**src/rtl/flowstat_pkg.sv**
```systemverilog
// Shared definitions for the flowstat frame-statistics stage:
// register map, FSM state encoding and default widths.
package flowstat_pkg;

    localparam int DEF_DATA_W  = 16;
    localparam int DEF_COUNT_W = 24;
    localparam int DEF_SUM_W   = DEF_DATA_W + DEF_COUNT_W;

    localparam logic [3:0] REG_CTRL   = 4'd0;
    localparam logic [3:0] REG_STATUS = 4'd1;
    localparam logic [3:0] REG_MIN    = 4'd2;
    localparam logic [3:0] REG_MAX    = 4'd3;
    localparam logic [3:0] REG_COUNT  = 4'd4;
    localparam logic [3:0] REG_SUM_LO = 4'd5;
    localparam logic [3:0] REG_SUM_HI = 4'd6;
    localparam logic [3:0] REG_FRAMES = 4'd7;

    typedef enum logic [1:0] {
        ST_WAIT_LOW = 2'd0,
        ST_IDLE     = 2'd1,
        ST_ACC      = 2'd2
    } state_t;

endpackage

```
**src/rtl/flowstat_slave.sv**
```systemverilog
// Register-bus slave for flowstat: CTRL/STATUS, latched frame results
// and the registered read mux.
module flowstat_slave
    import flowstat_pkg::*;
#(
    parameter int DATA_W  = DEF_DATA_W,
    parameter int COUNT_W = DEF_COUNT_W,
    parameter int SUM_W   = DATA_W + COUNT_W
) (
    input  logic               clk_proc,
    input  logic               reset,
    input  logic [3:0]         addr_rel_i,
    input  logic               wr_i,
    input  logic [31:0]        datawr_i,
    input  logic               rd_i,
    output logic [31:0]        datard_o,
    input  logic               latch,
    input  logic [DATA_W-1:0]  acc_min,
    input  logic [DATA_W-1:0]  acc_max,
    input  logic [COUNT_W-1:0] acc_count,
    input  logic [SUM_W-1:0]   acc_sum,
    input  logic               acc_sat,
    output logic               enable
);

    logic               enable_r;
    logic               valid_r;
    logic               sat_r;
    logic [DATA_W-1:0]  min_r;
    logic [DATA_W-1:0]  max_r;
    logic [COUNT_W-1:0] count_r;
    logic [SUM_W-1:0]   sum_r;
    logic [31:0]        frames_r;
    logic [31:0]        datard_r;
    logic [31:0]        rd_mux_s;
    logic [63:0]        sum_ext_s;
    logic               ctrl_wr_s;
    logic               clear_s;

    assign ctrl_wr_s = wr_i && (addr_rel_i == REG_CTRL);
    assign clear_s   = ctrl_wr_s && datawr_i[1];
    assign sum_ext_s = 64'(sum_r);
    assign enable    = enable_r;
    assign datard_o  = datard_r;

    // Read mux over the current (pre-latch) register contents
    always_comb begin
        rd_mux_s = 32'd0;
        case (addr_rel_i)
            REG_CTRL:   rd_mux_s = {31'd0, enable_r};
            REG_STATUS: rd_mux_s = {30'd0, sat_r, valid_r};
            REG_MIN:    rd_mux_s = 32'(min_r);
            REG_MAX:    rd_mux_s = 32'(max_r);
            REG_COUNT:  rd_mux_s = 32'(count_r);
            REG_SUM_LO: rd_mux_s = sum_ext_s[31:0];
            REG_SUM_HI: rd_mux_s = {24'd0, sum_ext_s[39:32]};
            REG_FRAMES: rd_mux_s = frames_r;
            default:    rd_mux_s = 32'd0;
        endcase
    end

    // Control, result registers and read data; clear beats a same-cycle latch
    always_ff @(posedge clk_proc) begin
        if (reset) begin
            enable_r <= 1'b1;
            valid_r  <= 1'b0;
            sat_r    <= 1'b0;
            min_r    <= '0;
            max_r    <= '0;
            count_r  <= '0;
            sum_r    <= '0;
            frames_r <= 32'd0;
            datard_r <= 32'd0;
        end else begin
            if (ctrl_wr_s) begin
                enable_r <= datawr_i[0];
            end
            if (clear_s) begin
                valid_r  <= 1'b0;
                sat_r    <= 1'b0;
                min_r    <= '0;
                max_r    <= '0;
                count_r  <= '0;
                sum_r    <= '0;
                frames_r <= 32'd0;
            end else if (latch && enable_r) begin
                valid_r  <= 1'b1;
                sat_r    <= acc_sat;
                min_r    <= acc_min;
                max_r    <= acc_max;
                count_r  <= acc_count;
                sum_r    <= acc_sum;
                frames_r <= frames_r + 32'd1;
            end
            if (rd_i) begin
                datard_r <= rd_mux_s;
            end
        end
    end

endmodule

```
**src/rtl/flowstat.sv**
```systemverilog
// Frame-statistics stage: 1-cycle pixel pass-through plus per-frame
// min/max/count/sum accumulation latched at frame end.
module flowstat
    import flowstat_pkg::*;
#(
    parameter int DATA_W  = DEF_DATA_W,
    parameter int COUNT_W = DEF_COUNT_W,
    parameter int SUM_W   = DATA_W + COUNT_W
) (
    input  logic              clk_proc,
    input  logic              reset,
    input  logic              in_fv,
    input  logic              in_dv,
    input  logic [DATA_W-1:0] in_data,
    output logic              out_fv,
    output logic              out_dv,
    output logic [DATA_W-1:0] out_data,
    input  logic [3:0]        addr_rel_i,
    input  logic              wr_i,
    input  logic [31:0]       datawr_i,
    input  logic              rd_i,
    output logic [31:0]       datard_o
);

    localparam logic [COUNT_W-1:0] CNT_MAX = '1;

    state_t             state_r, state_s;
    logic [DATA_W-1:0]  min_r, min_s, max_r, max_s;
    logic [COUNT_W-1:0] cnt_r, cnt_s;
    logic [SUM_W-1:0]   sum_r, sum_s;
    logic               sat_r, sat_s;
    logic               latch_s;
    logic               enable_s;

    // Pass-through register stage, independent of statistics state
    always_ff @(posedge clk_proc) begin
        if (reset) begin
            out_fv   <= 1'b0;
            out_dv   <= 1'b0;
            out_data <= '0;
        end else begin
            out_fv   <= in_fv;
            out_dv   <= in_dv;
            out_data <= in_data;
        end
    end

    // Next-state and accumulator update; frame end raises latch_s
    always_comb begin
        state_s = state_r;
        min_s   = min_r;
        max_s   = max_r;
        cnt_s   = cnt_r;
        sum_s   = sum_r;
        sat_s   = sat_r;
        latch_s = 1'b0;
        case (state_r)
            ST_WAIT_LOW: begin
                if (!in_fv) state_s = ST_IDLE;
                else        state_s = ST_WAIT_LOW;
            end
            ST_IDLE: begin
                if (in_fv) begin
                    state_s = ST_ACC;
                    sat_s   = 1'b0;
                    if (in_dv) begin
                        min_s = in_data;
                        max_s = in_data;
                        cnt_s = COUNT_W'(1);
                        sum_s = SUM_W'(in_data);
                    end else begin
                        min_s = '1;
                        max_s = '0;
                        cnt_s = '0;
                        sum_s = '0;
                    end
                end else begin
                    state_s = ST_IDLE;
                end
            end
            ST_ACC: begin
                if (!in_fv) begin
                    state_s = ST_IDLE;
                    latch_s = 1'b1;
                end else if (in_dv) begin
                    if (in_data < min_r) min_s = in_data;
                    else                 min_s = min_r;
                    if (in_data > max_r) max_s = in_data;
                    else                 max_s = max_r;
                    // Once the count is pinned, the sum freezes too so it never wraps
                    if (cnt_r == CNT_MAX) begin
                        sat_s = 1'b1;
                    end else begin
                        cnt_s = cnt_r + COUNT_W'(1);
                        sum_s = sum_r + SUM_W'(in_data);
                    end
                end else begin
                    state_s = ST_ACC;
                end
            end
            default: state_s = ST_WAIT_LOW;
        endcase
    end

    // FSM state and accumulator registers
    always_ff @(posedge clk_proc) begin
        if (reset) begin
            state_r <= ST_WAIT_LOW;
            min_r   <= '1;
            max_r   <= '0;
            cnt_r   <= '0;
            sum_r   <= '0;
            sat_r   <= 1'b0;
        end else begin
            state_r <= state_s;
            min_r   <= min_s;
            max_r   <= max_s;
            cnt_r   <= cnt_s;
            sum_r   <= sum_s;
            sat_r   <= sat_s;
        end
    end

    flowstat_slave #(
        .DATA_W  (DATA_W),
        .COUNT_W (COUNT_W),
        .SUM_W   (SUM_W)
    ) u_slave (
        .clk_proc   (clk_proc),
        .reset      (reset),
        .addr_rel_i (addr_rel_i),
        .wr_i       (wr_i),
        .datawr_i   (datawr_i),
        .rd_i       (rd_i),
        .datard_o   (datard_o),
        .latch      (latch_s),
        .acc_min    (min_r),
        .acc_max    (max_r),
        .acc_count  (cnt_r),
        .acc_sum    (sum_r),
        .acc_sat    (sat_r),
        .enable     (enable_s)
    );

endmodule

```
**config.mk**
```make
export PLATFORM = sky130hd
export DESIGN_NAME = flowstat
export DESIGN_NICKNAME = d
export VERILOG_FILES = /design/src/rtl/flowstat_pkg.sv /design/src/rtl/flowstat_slave.sv /design/src/rtl/flowstat.sv
export SDC_FILE = /design/constraint.sdc
export NUM_CORES = 1
export LEC_CHECK = 0
export ABC_AREA = 0
export CAP_MARGIN = 20
export CORE_MARGIN = 2
export CORE_UTILIZATION = 53
export DETAILED_ROUTE_END_ITERATION = 7
export GPL_TIMING_DRIVEN = 0
export PLACE_DENSITY = 0.74
export SLEW_MARGIN = 20
export SYNTH_ARGS = -nofsm -noshare
export SYNTH_HDL_FRONTEND = slang
export SYNTH_SLANG_ARGS = --single-unit
```
**constraint.sdc**
```tcl
create_clock -name clk_proc -period 2.7 [get_ports clk_proc]
set_clock_uncertainty 0.2 [all_clocks]
set_input_delay 0.54 -clock clk_proc [delete_from_list [all_inputs] [get_ports clk_proc]]
set_output_delay 0.54 -clock clk_proc [all_outputs]
set_load 0.01 [all_outputs]
```
==> out/qor.csv <==
stage;metric;value;unit
run_status;status;finished, final reports clean;
finish;regArea;5610;sq um
place;port_buffers;75;
setup_path;worst_ep_required_time;2910;ps
place;place_ws;-1260;ps
route;antenna_left;0;
grt;grt_overflow_total;0;
setup_path;cpMaxStageDelayCell;buf_1;
finish;nets;1796;
logic_synthesis;synth_mux_area_frac;0.00854;
clock_tree;clk_pin_slew_worst_paths;60;ps
finish;drive_above_1_share;0.0899;
grt;grt_pass1_wl;62200;um
grt;grt_pass1_vias;11300;
logic_synthesis;synth_top_family_by_area;simple AND/OR/NAND/NOR gates;
place;post_dp_cell_area;14200;sq um
setup_path;worstSetupEndpointType;register;
floorplanning;ios;108;
finish;mostFrequentLayoutCells;nand2_1 (283), dfxtp_1 (275), a21oi_1 (152);
clock_tree;clockBufferDepth;3;
timing;finalSetupViolations;0;
floorplanning;die_w;161;um
logic_synthesis;synth_edf_count;0;
pwr;combPwrFrac;0.096;
job;max-cap-violations;0;
logic_synthesis;synthAdderAreaFrac;0.0524;
logic_synthesis;synth_xor_area_frac;0.0403;
setup_path;startpoint_type;input port;
timing;period_needed;2630;ps
setup_path;r2r_slack;90;ps
logic_synthesis;ys.flop_type;dfxtp_1;
setup_path;r2r_end;u_slave.frames_r[31]$_SDFFE_PP0P_;
pwr;ir_drop;0.461;mV
pwr;internal_power;6.80;mW
finish;synthToLayoutAreaGrowth;19.6;%
clock_tree;clk_latency;550;ps
logic_synthesis;syn_area_per_cell;8.33;sq um
finish;num_antenna_cells;0;
timing;worst_slew_pin_slew;799;ps
logic_synthesis;syn_inst;1566;
clock_tree;htree_num_levels;1;
logic_synthesis;yosysWarnings;0;
pwr;p_sw_frac;0.247;
timing;hold_ws;192;ps
clock_tree;cts_buffers;29;
setup_path;rr_worst_depth;9;
setup_path;crit_buf_inv;4;
pwr;clkPwrFrac;0.431;
setup_path;path_class;in -> reg;
pwr;powerDensity;579;nW/um^2
logic_synthesis;synth_nets;1678;
logic_synthesis;yosysTopAreaCell;dfxtp_1;
hold_path;hp-start;in_data[0];
logic_synthesis;synth_compound_gate_area_share;0.197;
timing;finalWorstSetupSlack;67.8;ps
place;place_congestion;0.936;
floorplanning;start_util;0.538;
logic_synthesis;ys_top_cells_by_area;dfxtp_1 (43%), nand2_1 (8.1%), a21oi_1 (5.9%), ha_1 (5.1%), nor2_1 (3.5%);
route;wirelength;39700;um
logic_synthesis;synth_async_sr_flop_share;0;
setup_path;crit_top_cell;buf_1;
hold_path;hold_depth;2;
timing;fmax;0.380;GHz
logic_synthesis;ys_ff_latch;280;
place;post-dp-hpwl;29100;um
floorplanning;rows;57;
finish;nFillCells;2063;
hold_path;hold_class;in -> reg;
timing;min_period_over_period;0.975;
clock_tree;cts_root_buffer;clkbuf_16;
pwr;p_switching;2.23;mW
pwr;power_leakage;5.49;nW
clock_tree;clock_sinks;280;
setup_path;max_stage_delay;660;ps
grt;antenna_found_initial;1;
finish;fin_area;15600;sq um
setup_path;crit_family;buffers and inverters;
setup_path;crit_chain;clkdlybuf4s50_1 -> clkbuf_2 -> buf_1 -> buf_1 -> nor2_1;
timing;final-max-slew-violation-count;0;
route;route.detailed.drc;0;
route;vias_per_cell;6.08;
route;drtPass1Iterations;7;
logic_synthesis;synth-simple-area-share;0.226;
setup_path;r2r-start;state_r[0]$_SDFFE_PP0P_;
grt;grt.total_usage;0.302;
floorplanning;dieArea;25900;sq um
finish;fin_util;0.643;
clock_tree;cts_tree;built;
logic_synthesis;yosys.cell_types.count;67;
route;vias;12300;
route;post_drt_wl_per_cell;19.6;um
timing;slew_headroom;0.467;
logic_synthesis;netlist.area_leader.share;0.430;
hold_path;hold_end;min_r[0]$_SDFFE_PP1P_;
pwr;p_seq_frac;0.472;
floorplanning;dieHeight;161;um
setup_path;critPathArrivalTime;2840;ps
logic_synthesis;syn-cell-area;13000;sq um
timing;hold_violations;0;
setup_path;cp_max_fo;10;
pwr;finalPower;9.03;mW
grt;grt_max_degree;15;
floorplanning;core;24200;sq um
logic_synthesis;yosysSeqAreaShare;0.430;
finish;final_common_cell;nand2_1;
finish;multi_input_area;7170;sq um
route;drt-initial-drc-count;1158;
-- state kept, by name, summed over array words and instances, names as in the netlist --
signal            cells
out_fv                1
u_slave.min_r        16
sat_r                 1
u_slave.datard_o     32
out_data             16
u_slave.sat_r         1
u_slave.enable        1
min_r                16
u_slave.max_r        16
max_r                16
state_r               2
u_slave.frames_r     32
u_slave.valid_r       1
u_slave.count_r      24
out_dv                1
sum_r                40
u_slave.sum_r        40
cnt_r                24
-- power groups by stage --
stage	logic, mW	registers, mW	clock network (mW)
after floorplan	0.470	4.34	0
after global placement	0.773	4.35	0
after detailed placement	0.789	4.35	0
after CTS	0.816	4.26	3.92
after global routing	0.944	4.27	4.10
final	0.870	4.26	3.89
-- cell type report --
type | count | area share
Multi-Input combinational cell | 1139 | 0.460
Sequential cell | 280 | 0.360
Timing Repair Buffer | 89 | 0.0549
Clock buffer | 41 | 0.0545
Buffer | 100 | 0.0294
Tap cell | 324 | 0.0260
Inverter | 45 | 0.0108
Clock inverter | 8 | 0.00457
-- what timing repair did --
item	CTS	global route
gates resized for setup	56	64
endpoints found under the hold margin	0	0
buffers inserted	5	7
hold buffers	0	0
setup endpoints to repair	227	194
cloned	0	2
pin swaps	4	13
-- metal layers --
| metal | GRT usage | vias to the layer above | wire length, um |
|---|---|---|---|
| met3 | 0.0403 | 73 | 2990 |
| met4 | 0.0828 | 0 | 1020 |
| met1 | 0.437 | 5917 | 17900 |
| met2 | 0.473 | 506 | 17800 |
| li1 | - | 5830 | - |
| met5 | 0 | - | 0 |
-- synthesized netlist by cell type, drive strengths merged, types with 14 or more instances --
| cell type | n |
|---|---|
| a211oi | 19 |
| a21o | 14 |
| a21oi | 155 |
| a221oi | 15 |
| a22oi | 28 |
| a311oi | 18 |
| and3 | 18 |
| buf | 26 |
| clkbuf | 76 |
| dfxtp | 280 |
| ha | 53 |
| inv | 45 |
| nand2 | 284 |
| nand2b | 14 |
| nand3 | 45 |
| nand4 | 25 |
| nor2 | 123 |
| nor2b | 29 |
| nor3 | 32 |
| o21ai | 31 |
| o221ai | 16 |
| o32a | 16 |
| xnor2 | 32 |
| xor2 | 28 |
-- worst max path at each step --
stage,start,endpoint,depth (start not counted)
after CTS,cnt_r[2]$_SDFFE_PP0P_,sum_r[19]$_SDFFE_PP0P_,8
after global placement,in_data[0],sum_r[20]$_SDFFE_PP0P_,11
after floorplan,in_data[8],sum_r[19]$_SDFFE_PP0P_,9
final,reset,u_slave.datard_o[22]$_SDFFE_PP0P_,5
after global routing,sum_r[0]$_SDFFE_PP0P_,sum_r[28]$_SDFFE_PP0P_,11
after detailed placement,in_data[8],sum_r[19]$_SDFFE_PP0P_,10
-- through the flow --
step	std cells	TNS, ps
6_report	2026	0
5_1_grt	2026	-99.3
4_1_cts	2019	0
3_5_place_dp	1965	-169020
3_3_place_gp	1965	-163570
2_1_floorplan	1566	0
-- worst reg2reg max path, stage by stage (launching register included) --
cell      delay (ps)
dfxtp_1          340
inv_1            130
ha_4             240
nand3b_4          90
buf_6            160
or3_4            410
nor4_4           350
nand2_2          120
or3_1            370
a21oi_1          140
-- cell families (layout without fill, tap and decap cells) --
kind of cell	after synthesis	after routing
mux	11	11
xor+xnor	60	60
fa+ha+maj	54	54
flops	280	280
simple gates	632	632
compound gates	382	382
buf+inv	147	283
Note: power is estimated with default switching activity, not from simulation.
